File: src/rtl/alu_pkg.sv
// ---------------------------------------------------------------------------
// alu_pkg
// Shared definitions for the sequential ALU: opcode encodings, FSM state
// enum, and the combinational evaluator for every non-multiply operation.
// alu_comb works on a MAX_W-bit container; the caller passes the active
// operand width, which is a constant at every instantiation.
// ---------------------------------------------------------------------------
package alu_pkg;

    localparam logic [2:0] ALU_ADD  = 3'b000;
    localparam logic [2:0] ALU_SUB  = 3'b001;
    localparam logic [2:0] ALU_MUL  = 3'b010;
    localparam logic [2:0] ALU_AND  = 3'b011;
    localparam logic [2:0] ALU_OR   = 3'b100;
    localparam logic [2:0] ALU_NAND = 3'b101;
    localparam logic [2:0] ALU_NOR  = 3'b110;
    localparam logic [2:0] ALU_XOR  = 3'b111;

    localparam int MAX_W = 32;

    typedef enum logic [1:0] {
        IDLE = 2'd0,
        MUL  = 2'd1,
        HOLD = 2'd2
    } state_e;

    typedef struct packed {
        logic                 c;
        logic                 v;
        logic [2*MAX_W-1:0]   result;
    } alu_out_t;

    // Result is zero-extended to 2*MAX_W; bit 'width' carries the ADD carry
    // or SUB borrow. MUL is not handled here and yields zero.
    function automatic alu_out_t alu_comb(input logic [2:0]       op,
                                          input logic [MAX_W-1:0] a,
                                          input logic [MAX_W-1:0] b,
                                          input logic [5:0]       width);
        logic [2*MAX_W-1:0] mask;
        logic [2*MAX_W-1:0] ax;
        logic [2*MAX_W-1:0] bx;
        logic [2*MAX_W-1:0] r;
        logic [5:0]         msb;
        alu_out_t           o;

        mask = (64'd1 << width) - 64'd1;
        ax   = {{MAX_W{1'b0}}, a} & mask;
        bx   = {{MAX_W{1'b0}}, b} & mask;
        msb  = width - 6'd1;
        o    = '0;
        r    = '0;

        case (op)
            ALU_ADD: begin
                r   = ax + bx;
                o.c = r[width];
                o.v = (ax[msb] == bx[msb]) && (r[msb] != ax[msb]);
            end
            ALU_SUB: begin
                r        = (ax - bx) & mask;
                o.v      = (ax[msb] != bx[msb]) && (r[msb] != ax[msb]);
                o.c      = (ax < bx);
                r[width] = o.c;
            end
            ALU_AND:  r = ax & bx;
            ALU_OR:   r = ax | bx;
            ALU_NAND: r = ~(ax & bx) & mask;
            ALU_NOR:  r = ~(ax | bx) & mask;
            ALU_XOR:  r = ax ^ bx;
            default:  r = '0;
        endcase

        o.result = r;
        return o;
    endfunction

endpackage

File: src/rtl/alu_seq_mul.sv
// ---------------------------------------------------------------------------
// alu_seq_mul
// Iterative shift-add unsigned multiplier, one partial product per cycle.
//   clk, rst      clock, synchronous active-high reset
//   start         load operands and begin WIDTH iterations
//   a, b          multiplicand / multiplier (sampled on start)
//   done          high in the last iteration cycle
//   product       final 2*WIDTH product, valid while done is high
// ---------------------------------------------------------------------------
module alu_seq_mul #(
    parameter int WIDTH = 8,
    parameter int CNT_W = $clog2(WIDTH) + 1
) (
    input  logic                 clk,
    input  logic                 rst,
    input  logic                 start,
    input  logic [WIDTH-1:0]     a,
    input  logic [WIDTH-1:0]     b,
    output logic                 done,
    output logic [2*WIDTH-1:0]   product
);

    logic [2*WIDTH-1:0] acc_q, acc_d;
    logic [2*WIDTH-1:0] mcand_q, mcand_d;
    logic [WIDTH-1:0]   mplier_q, mplier_d;
    logic [CNT_W-1:0]   cnt_q, cnt_d;
    logic               busy_q, busy_d;
    logic [2*WIDTH-1:0] acc_sum;

    // Accumulator value after this cycle's partial product.
    assign acc_sum = acc_q + (mplier_q[0] ? mcand_q : '0);
    assign done    = busy_q && (cnt_q == CNT_W'(1));
    assign product = acc_sum;

    always_comb begin
        acc_d    = acc_q;
        mcand_d  = mcand_q;
        mplier_d = mplier_q;
        cnt_d    = cnt_q;
        busy_d   = busy_q;
        if (start) begin
            acc_d    = '0;
            mcand_d  = {{WIDTH{1'b0}}, a};
            mplier_d = b;
            cnt_d    = CNT_W'(WIDTH);
            busy_d   = 1'b1;
        end else if (busy_q) begin
            acc_d    = acc_sum;
            mcand_d  = mcand_q << 1;
            mplier_d = mplier_q >> 1;
            cnt_d    = cnt_q - CNT_W'(1);
            if (cnt_q == CNT_W'(1)) begin
                busy_d = 1'b0;
            end
        end
    end

    always_ff @(posedge clk) begin
        if (rst) begin
            acc_q    <= '0;
            mcand_q  <= '0;
            mplier_q <= '0;
            cnt_q    <= '0;
            busy_q   <= 1'b0;
        end else begin
            acc_q    <= acc_d;
            mcand_q  <= mcand_d;
            mplier_q <= mplier_d;
            cnt_q    <= cnt_d;
            busy_q   <= busy_d;
        end
    end

endmodule

File: src/rtl/alu_seq.sv
// ---------------------------------------------------------------------------
// alu_seq
// Handshaked WIDTH-bit ALU with registered result and C/Z/V flags.
//   clk, rst              clock, synchronous active-high reset
//   in_valid / in_ready   operation handshake (alu_code, a, b)
//   out_valid / out_ready result handshake (result, flag_c, flag_z, flag_v)
// Non-MUL operations complete at the accept edge; MUL runs WIDTH extra
// cycles in alu_seq_mul. A completed result is held until taken, and a new
// operation may be accepted on the same edge the held result is taken.
// ---------------------------------------------------------------------------
module alu_seq
    import alu_pkg::*;
#(
    parameter int WIDTH = 8,
    parameter int CNT_W = $clog2(WIDTH) + 1
) (
    input  logic                 clk,
    input  logic                 rst,
    input  logic                 in_valid,
    output logic                 in_ready,
    input  logic [2:0]           alu_code,
    input  logic [WIDTH-1:0]     a,
    input  logic [WIDTH-1:0]     b,
    output logic                 out_valid,
    input  logic                 out_ready,
    output logic [2*WIDTH-1:0]   result,
    output logic                 flag_c,
    output logic                 flag_z,
    output logic                 flag_v
);

    state_e             state_q, state_d;
    logic [2*WIDTH-1:0] result_q, result_d;
    logic               c_q, c_d, z_q, z_d, v_q, v_d;
    logic               accept, is_mul, mul_start, mul_done;
    logic [2*WIDTH-1:0] mul_product;
    logic [MAX_W-1:0]   a_ext, b_ext;
    alu_out_t           comb_out;

    assign is_mul    = (alu_code == ALU_MUL);
    assign accept    = in_valid && in_ready;
    assign mul_start = accept && is_mul;

    always_comb begin
        a_ext            = '0;
        b_ext            = '0;
        a_ext[WIDTH-1:0] = a;
        b_ext[WIDTH-1:0] = b;
        comb_out         = alu_comb(alu_code, a_ext, b_ext, 6'(WIDTH));
    end

    alu_seq_mul #(
        .WIDTH (WIDTH),
        .CNT_W (CNT_W)
    ) u_mul (
        .clk     (clk),
        .rst     (rst),
        .start   (mul_start),
        .a       (a),
        .b       (b),
        .done    (mul_done),
        .product (mul_product)
    );

    // State register
    always_ff @(posedge clk) begin
        if (rst) begin
            state_q <= IDLE;
        end else begin
            state_q <= state_d;
        end
    end

    // Next-state logic
    always_comb begin
        state_d = state_q;
        case (state_q)
            IDLE: begin
                if (accept) begin
                    state_d = is_mul ? MUL : HOLD;
                end
            end
            MUL: begin
                if (mul_done) begin
                    state_d = HOLD;
                end
            end
            HOLD: begin
                if (accept) begin
                    state_d = is_mul ? MUL : HOLD;
                end else if (out_ready) begin
                    state_d = IDLE;
                end
            end
            default: state_d = IDLE;
        endcase
    end

    // Handshake outputs; in HOLD a new op enters only as the old result leaves.
    always_comb begin
        in_ready  = 1'b0;
        out_valid = 1'b0;
        case (state_q)
            IDLE: in_ready = 1'b1;
            HOLD: begin
                out_valid = 1'b1;
                in_ready  = out_ready;
            end
            default: begin
                in_ready  = 1'b0;
                out_valid = 1'b0;
            end
        endcase
    end

    // Result and flags. The upper container bits of comb_out are always
    // zero, so testing the whole vector gives the 2*WIDTH zero flag.
    always_comb begin
        result_d = result_q;
        c_d      = c_q;
        z_d      = z_q;
        v_d      = v_q;
        if (accept && !is_mul) begin
            result_d = comb_out.result[2*WIDTH-1:0];
            c_d      = comb_out.c;
            v_d      = comb_out.v;
            z_d      = (comb_out.result == '0);
        end else if (mul_done) begin
            result_d = mul_product;
            c_d      = 1'b0;
            v_d      = 1'b0;
            z_d      = (mul_product == '0);
        end
    end

    always_ff @(posedge clk) begin
        if (rst) begin
            result_q <= '0;
            c_q      <= 1'b0;
            z_q      <= 1'b0;
            v_q      <= 1'b0;
        end else begin
            result_q <= result_d;
            c_q      <= c_d;
            z_q      <= z_d;
            v_q      <= v_d;
        end
    end

    assign result = result_q;
    assign flag_c = c_q;
    assign flag_z = z_q;
    assign flag_v = v_q;

endmodule

File: config.mk
export PLATFORM = sky130hd
export DESIGN_NAME = alu_seq
export DESIGN_NICKNAME = d
export VERILOG_FILES = /design/src/rtl/alu_pkg.sv /design/src/rtl/alu_seq_mul.sv /design/src/rtl/alu_seq.sv
export SDC_FILE = /design/constraint.sdc
export NUM_CORES = 1
export LEC_CHECK = 0
export ABC_AREA = 0
export CAP_MARGIN = 15
export CORE_MARGIN = 3
export CORE_UTILIZATION = 40
export CTS_BUF_LIST = sky130_fd_sc_hd__clkbuf_8
export DETAILED_ROUTE_END_ITERATION = 7
export PLACE_DENSITY = 0.68
export SYNTH_ARGS = -nofsm -noshare
export SYNTH_HDL_FRONTEND = slang
export SYNTH_SLANG_ARGS = --single-unit
File: constraint.sdc
create_clock -name clk -period 4.5 [get_ports clk]
set_input_delay 0.675 -clock clk [delete_from_list [all_inputs] [get_ports clk]]
set_output_delay 0.675 -clock clk [all_outputs]
set_load 0.01 [all_outputs]
# Yosys cells after proc, flatten, opt, wreduce, memory -nomap -nowiden
# Cells that the tools add are included.
dict set report classes {
  n_addsub 4
  mul 0
  div_mod_pow 0
  order_cmp 1
  eq_ne 17
  shift 0
  mux 27
  bitwise 5
  n_reduce_logical 15
}
# cell n
set op_table {}
lappend op_table {{64-bit logical NOT} 1}
lappend op_table {{9-bit case mux with 7 select lines} 1}
lappend op_table {{16-bit 2-to-1 mux} 3}
lappend op_table {{8-bit 2-to-1 mux} 4}
lappend op_table {{16-bit adder} 1}
lappend op_table {{16-bit logical NOT} 1}
lappend op_table {{8-bit NOT} 2}
lappend op_table {{3-bit equality test (second input constant)} 4}
lappend op_table {{2-bit 2-to-1 mux} 5}
lappend op_table {{8-bit by 8-bit adder with 9-bit output} 1}
lappend op_table {{1-bit 2-to-1 mux} 9}
lappend op_table {{8-bit AND} 1}
lappend op_table {{8-bit less-than comparator} 1}
lappend op_table {{4-bit 2-to-1 mux} 2}
lappend op_table {{8-bit bitwise OR} 1}
lappend op_table {{8-bit subtractor} 1}
lappend op_table {{8-bit XOR} 1}
lappend op_table {{3-bit by 2-bit equality test with 1-bit output (second input constant)} 2}
lappend op_table {{1-bit logical AND} 6}
lappend op_table {{2-bit case mux with 3 select lines} 1}
lappend op_table {{4-bit by 1-bit equality test with 1-bit output (second input constant)} 1}
lappend op_table {{2-bit != test (second input constant)} 2}
lappend op_table {{2-bit case mux with 2 select lines} 1}
lappend op_table {{2-bit nonzero test} 2}
lappend op_table {{13 further kinds} 15}
dict set report totals {
  regBits 66
  latchBits 0
  ramBits 0
  rom_bits 0
  inputBits 23
  out_inout_bits 21
  wordCells 81
  n_memories 0
}

# Depth between registers and ports, before layout
dict set report logic_depth {
  depth_word 5
  ltp_mapped 12
  mapped_depth_nobuf 12
}

# Cells and area by module
# Synthesis repeated with hierarchy kept, for this count alone.
dict set report unflattened {
  hier_cells 622
  hier_area_um2 5185.0
}
# module n_inst cells_per_inst area_per_inst_um2 seq_area_each_um2
set by_module_without_submodules {}
lappend by_module_without_submodules {alu_seq_mul 1 305 2656.3 900.9}
lappend by_module_without_submodules {alu_seq 1 317 2528.7 420.4}

# Worst setup path before layout
# OpenSTA, ideal clock, no wires.
dict set report synth_path {
  kind {reg2reg}
  start {register u_mul.mplier_q[0]}
  end {register z_q, in the netlist flag_z}
  setup_time_ps 62
  t_arrival_ps 3573
  required_time_ps 4438
  setup_slack_ps 865
  path_stages_with_launch 13
  path_buffers 1
  period_less_slack_ps 3635
  cell_sequence {dfxtp_1 clkbuf_1 and2_1 ha_1 fa_1 xnor2_1 nor3b_1 o2111ai_1 or4_1 or4_1 or4_1 or4b_1 nand3_1}
}
dict set report synth_via {
  elab_chain_len 5
}
# item line_no
set synth_lines {}
lappend synth_lines {{from (decl)} alu_seq_mul.sv:25} ;# logic [WIDTH-1:0] mplier_q, mplier_d;
lappend synth_lines {{from (signal assigned)} alu_seq_mul.sv:68} ;# mplier_q <= mplier_d;
lappend synth_lines {{16-bit 2-to-1 mux} alu_seq_mul.sv:31} ;# assign acc_sum = acc_q + (mplier_q[0] ? mcand_q : '0);
lappend synth_lines {{16-bit adder} alu_seq_mul.sv:31}
lappend synth_lines {{16-bit logical NOT} alu_seq.sv:132} ;# z_d = (mul_product == '0);
lappend synth_lines {{1-bit 2-to-1 mux} alu_seq.sv:128} ;# end else if (mul_done) begin
lappend synth_lines {{1-bit 2-to-1 mux} alu_seq.sv:123} ;# if (accept && !is_mul) begin
lappend synth_lines {{to (signal assigned)} alu_seq.sv:145} ;# z_q <= z_d;
lappend synth_lines {{to (decl)} alu_seq.sv:34} ;# logic c_q, c_d, z_q, z_d, v_q, v_d;
# Every way passes these cells. The select of a mux whose other input is x is not followed.
# A chain may end at the register's enable or synchronous reset.

# Final worst setup path
# Ends and elaborated chain as after synthesis.

==> flow_summary.yaml <==
pwr:
  power.switching_w: 0.000421
  ir_drop_mv: 0.156
  power_switching_share_pct: 29.8
  power_frac_clock_pct: 36.2
  p_leak_nw: 2.16
  combPwrFrac_pct: 20.1
  p_int_w: 0.000990
  fin_total_pwr_w: 0.00141
  power_density_mw_per_mm2: 258
  seq_power_share_pct: 43.8
drt:
  wl_um: 11700
  route.vias.total: 4245
  dr.pass1.iters: 5
  first_iter_violations: 242
  antenna_left: 0
  viasPerCell: 5.56
  wl_per_cell_um: 15.3
  drc: 0
clock_network:
  cts_inserted_buffers: 9
  post-cts-setup-buffer-count: 0
  htree_levels: 3
  clk_path_buf_depth: 2
  cts_resized: 0
  cts_tree: "built"
  hold_buffers: 0
  clock_latency_ps: 340
  root_buffer: "clkbuf_8"
  clock_sinks: 66
  cts.clk_slew.worst_paths_ps: 80
worst_setup_path:
  max_stage_delay_ps: 520
  reg2reg_to: "flag_z$_SDFFE_PP0P_"
  path_buf_inv: 0
  path_class: "register to register"
  cp_top_family: "simple AND/OR/NAND/NOR gates"
  crit_path_cell_trace: "and2_1 > ha_1 > fa_1 > xnor2_1 > nor3b_1 > o2111ai_1 > or4_1 > or4_1 > or4_1 > or4b_1 > nand3_1"
  end_kind: "register"
  cp.depth: 11
  slowest_stage: "or4_1"
  r2r_slack_ps: 640
  arrival_ps: 4150
  crit_path_frequent_cell: "or4_1"
  cp_data_required_time_ps: 4780
  reg2regPathDepth: 11
  crit_fanout: 17
  cp-start-kind: "register"
  worstReg2RegStart: "u_mul.mplier_q[0]$_SDFFE_PP0P_"
die:
  rows: 39
  core_mm2: 0.0115
  dieWidth_um: 115
  die-area_mm2: 0.0132
  start_util_pct: 41.2
  fp.dieH_um: 115
  pin_count: 44
run_status:
  status: "completed"
min_path:
  holdPathEnd: "result[2]$_SDFFE_PP0P_"
  whs_path_depth: 2
  min-delay-start: "result[2]$_SDFFE_PP0P_"
  hold_path.class: "register to register"
placement:
  place.port_buffers: 43
  dp_slack_ps: 640
  place_congestion: 0.899
  dp_hpwl_um: 8930
sta:
  layout_worst_path_cycle_share_pct: 85.8
  timing.final.max_slew_violations: 0
  max_freq_mhz: 259
  rsz0062_at_grt: "false"
  setup_tns_ps: 0
  final.min_clock_period_ps: 3860
  final.setup.worst_slack_ps: 639
  hold_viol_final: 0
  finClkSkew_ps: 8.50
  setup_viol: 0
  worst_pin_slew_ps: 929
  max_slew_margin_pct: 37.9
synthesis:
  netlist_area_mm2: 0.00472
  synth-seq-cells: 66
  syn_inst: 586
  yosysWarnings: 0
  synth-edff-count: 0
  ys_types: 57
  async_flop_share_pct: 0
  ys.flop_type: "dfxtp_1"
  synth_nets: 654
  synth.avg_cell_area_um2: 8.06
  seq_area_frac_synth_pct: 28.0
global_routing:
  grt_first_pass_wirelength_um: 19300
  grt_start_max_net_pins: 51
  grt_pass1_vias: 3954
  antenna_found_initial: 0
  grtUsageTotal_pct: 17.9
  grt.overflow.total: 0
cells_and_area:
  layout.nets: 684
  final_layout_size_suffix_gt1_share_pct: 5.31
  syn_to_final_growth_pct: 15.9
  num_antenna_cells: 0
flow_run:
  max_cap_viol_count: 0
-- worst min-delay path: stages, from the launching register on --
cell and delay (ps):
dfxtp_1 310, nand2_1 50, a21oi_1 50
-- cells in the final DEF (no fill, tap or decap), types with 3 or more instances in the layout --
master | Yosys | routed
a21oi_1 | 42 | 42
xnor2_1 | 19 | 19
o31ai_1 | 7 | 7
mux2i_1 | 38 | 38
ha_1 | 42 | 42
inv_1 | 29 | 29
clkdlybuf4s50_1 | 0 | 43
a211oi_1 | 31 | 31
dfxtp_1 | 66 | 65
xor2_1 | 11 | 11
or4_1 | 5 | 5
and3_1 | 8 | 8
o211ai_1 | 8 | 8
nand4_1 | 3 | 3
buf_4 | 0 | 8
nand3_1 | 11 | 11
nand2b_1 | 6 | 6
a21o_1 | 7 | 7
nor2b_1 | 5 | 5
nand2_1 | 53 | 53
nor4_1 | 3 | 3
clkbuf_8 | 0 | 9
a221oi_1 | 4 | 4
and2_1 | 17 | 17
a2111oi_0 | 3 | 3
fa_1 | 3 | 3
o21ai_0 | 16 | 16
o21bai_1 | 3 | 3
nor2_1 | 67 | 67
nor3_1 | 9 | 9
-- power groups by stage --
stage | Sequential (W) | Clock (W) | Combinational, W
final | 0.000617 | 0.000510 | 0.000283
after global routing | 0.000621 | 0.000550 | 0.000311
after CTS | 0.000617 | 0.000519 | 0.000281
after detailed placement | 0.000631 | 0 | 0.000280
after global placement | 0.000630 | 0 | 0.000275
after floorplan | 0.000629 | 0 | 0.000182
-- stage by stage --
step / hold WS (ps) / cell area, um2 / util (%) / instances
2_1_floorplan: 460 / 4720 / - / 586
3_3_place_gp: 439 / 5270 / 46.0 / 748
3_5_place_dp: 446 / 5270 / 46.0 / 748
4_1_cts: 455 / 5480 / 47.7 / 764
5_1_grt: 483 / 5480 / 47.7 / 764
6_report: 458 / 5480 / 47.7 / 764
-- sequential cells by signal (all words and copies together) (netlist names) --
register	flops
flag_c	1
flag_v	1
flag_z	1
result	16
state_q	2
u_mul.acc_q	16
u_mul.busy_q	1
u_mul.cnt_q	4
u_mul.mcand_q	16
u_mul.mplier_q	8
-- how the worst max path moves through the flow --
stage / start / endpoint
after floorplan: u_mul.mplier_q[0]$_SDFFE_PP0P_ / flag_z$_SDFFE_PP0P_
after global placement: u_mul.mplier_q[0]$_SDFFE_PP0P_ / flag_z$_SDFFE_PP0P_
after detailed placement: u_mul.mplier_q[0]$_SDFFE_PP0P_ / flag_z$_SDFFE_PP0P_
after CTS: u_mul.mplier_q[0]$_SDFFE_PP0P_ / flag_z$_SDFFE_PP0P_
after global routing: u_mul.mplier_q[0]$_SDFFE_PP0P_ / flag_z$_SDFFE_PP0P_
final: u_mul.mplier_q[0]$_SDFFE_PP0P_ / flag_z$_SDFFE_PP0P_
-- cell families after synthesis --
logic type                 count (synthesis)  synth area share (%)
AOI/OAI and AO/OA                        141                  19.9
and+or+nand+nor                          201                  20.4
adders and majority gates                 45                  12.4
muxes                                     40                  8.77
xor gates and xnor gates                  30                  5.56
DFF                                       66                  28.0
buffers and inverters                     63                  5.03
-- Yosys cell counts, drive strengths merged (7+ instances only) --
cell	instances	area, um2
and2	17	106
nor2	67	251
nand3	11	55.1
inv	30	113
a211oi	31	233
clkbuf	28	106
mux2i	38	380
o31ai	7	52.6
nand2	53	199
nor3	9	45.0
dfxtp	66	1320
a21oi	42	210
xnor2	19	166
a21o	7	52.6
o211ai	8	60.1
xor2	11	96.3
and3	8	50.1
o21ai	18	90.1
ha	42	526
-- final cells by class --
| class | count | area (um2) |
|---|---|---|
| fillers | 1084 | 5990 |
| multi-input cells | 457 | 3170 |
| flip-flops and latches | 66 | 1320 |
| repair buffers | 51 | 490 |
| well taps | 143 | 179 |
| clock buffers | 9 | 124 |
| inverters | 31 | 116 |
| clock inverters | 7 | 77.6 |
-- layer usage --
metal	track usage, %	part of all wire [%]
met3	2.80	5.8
met1	25.8	49
met5	0	0
met2	27.6	44
met4	4.91	1.8
Power figures use the tool's default switching activity.
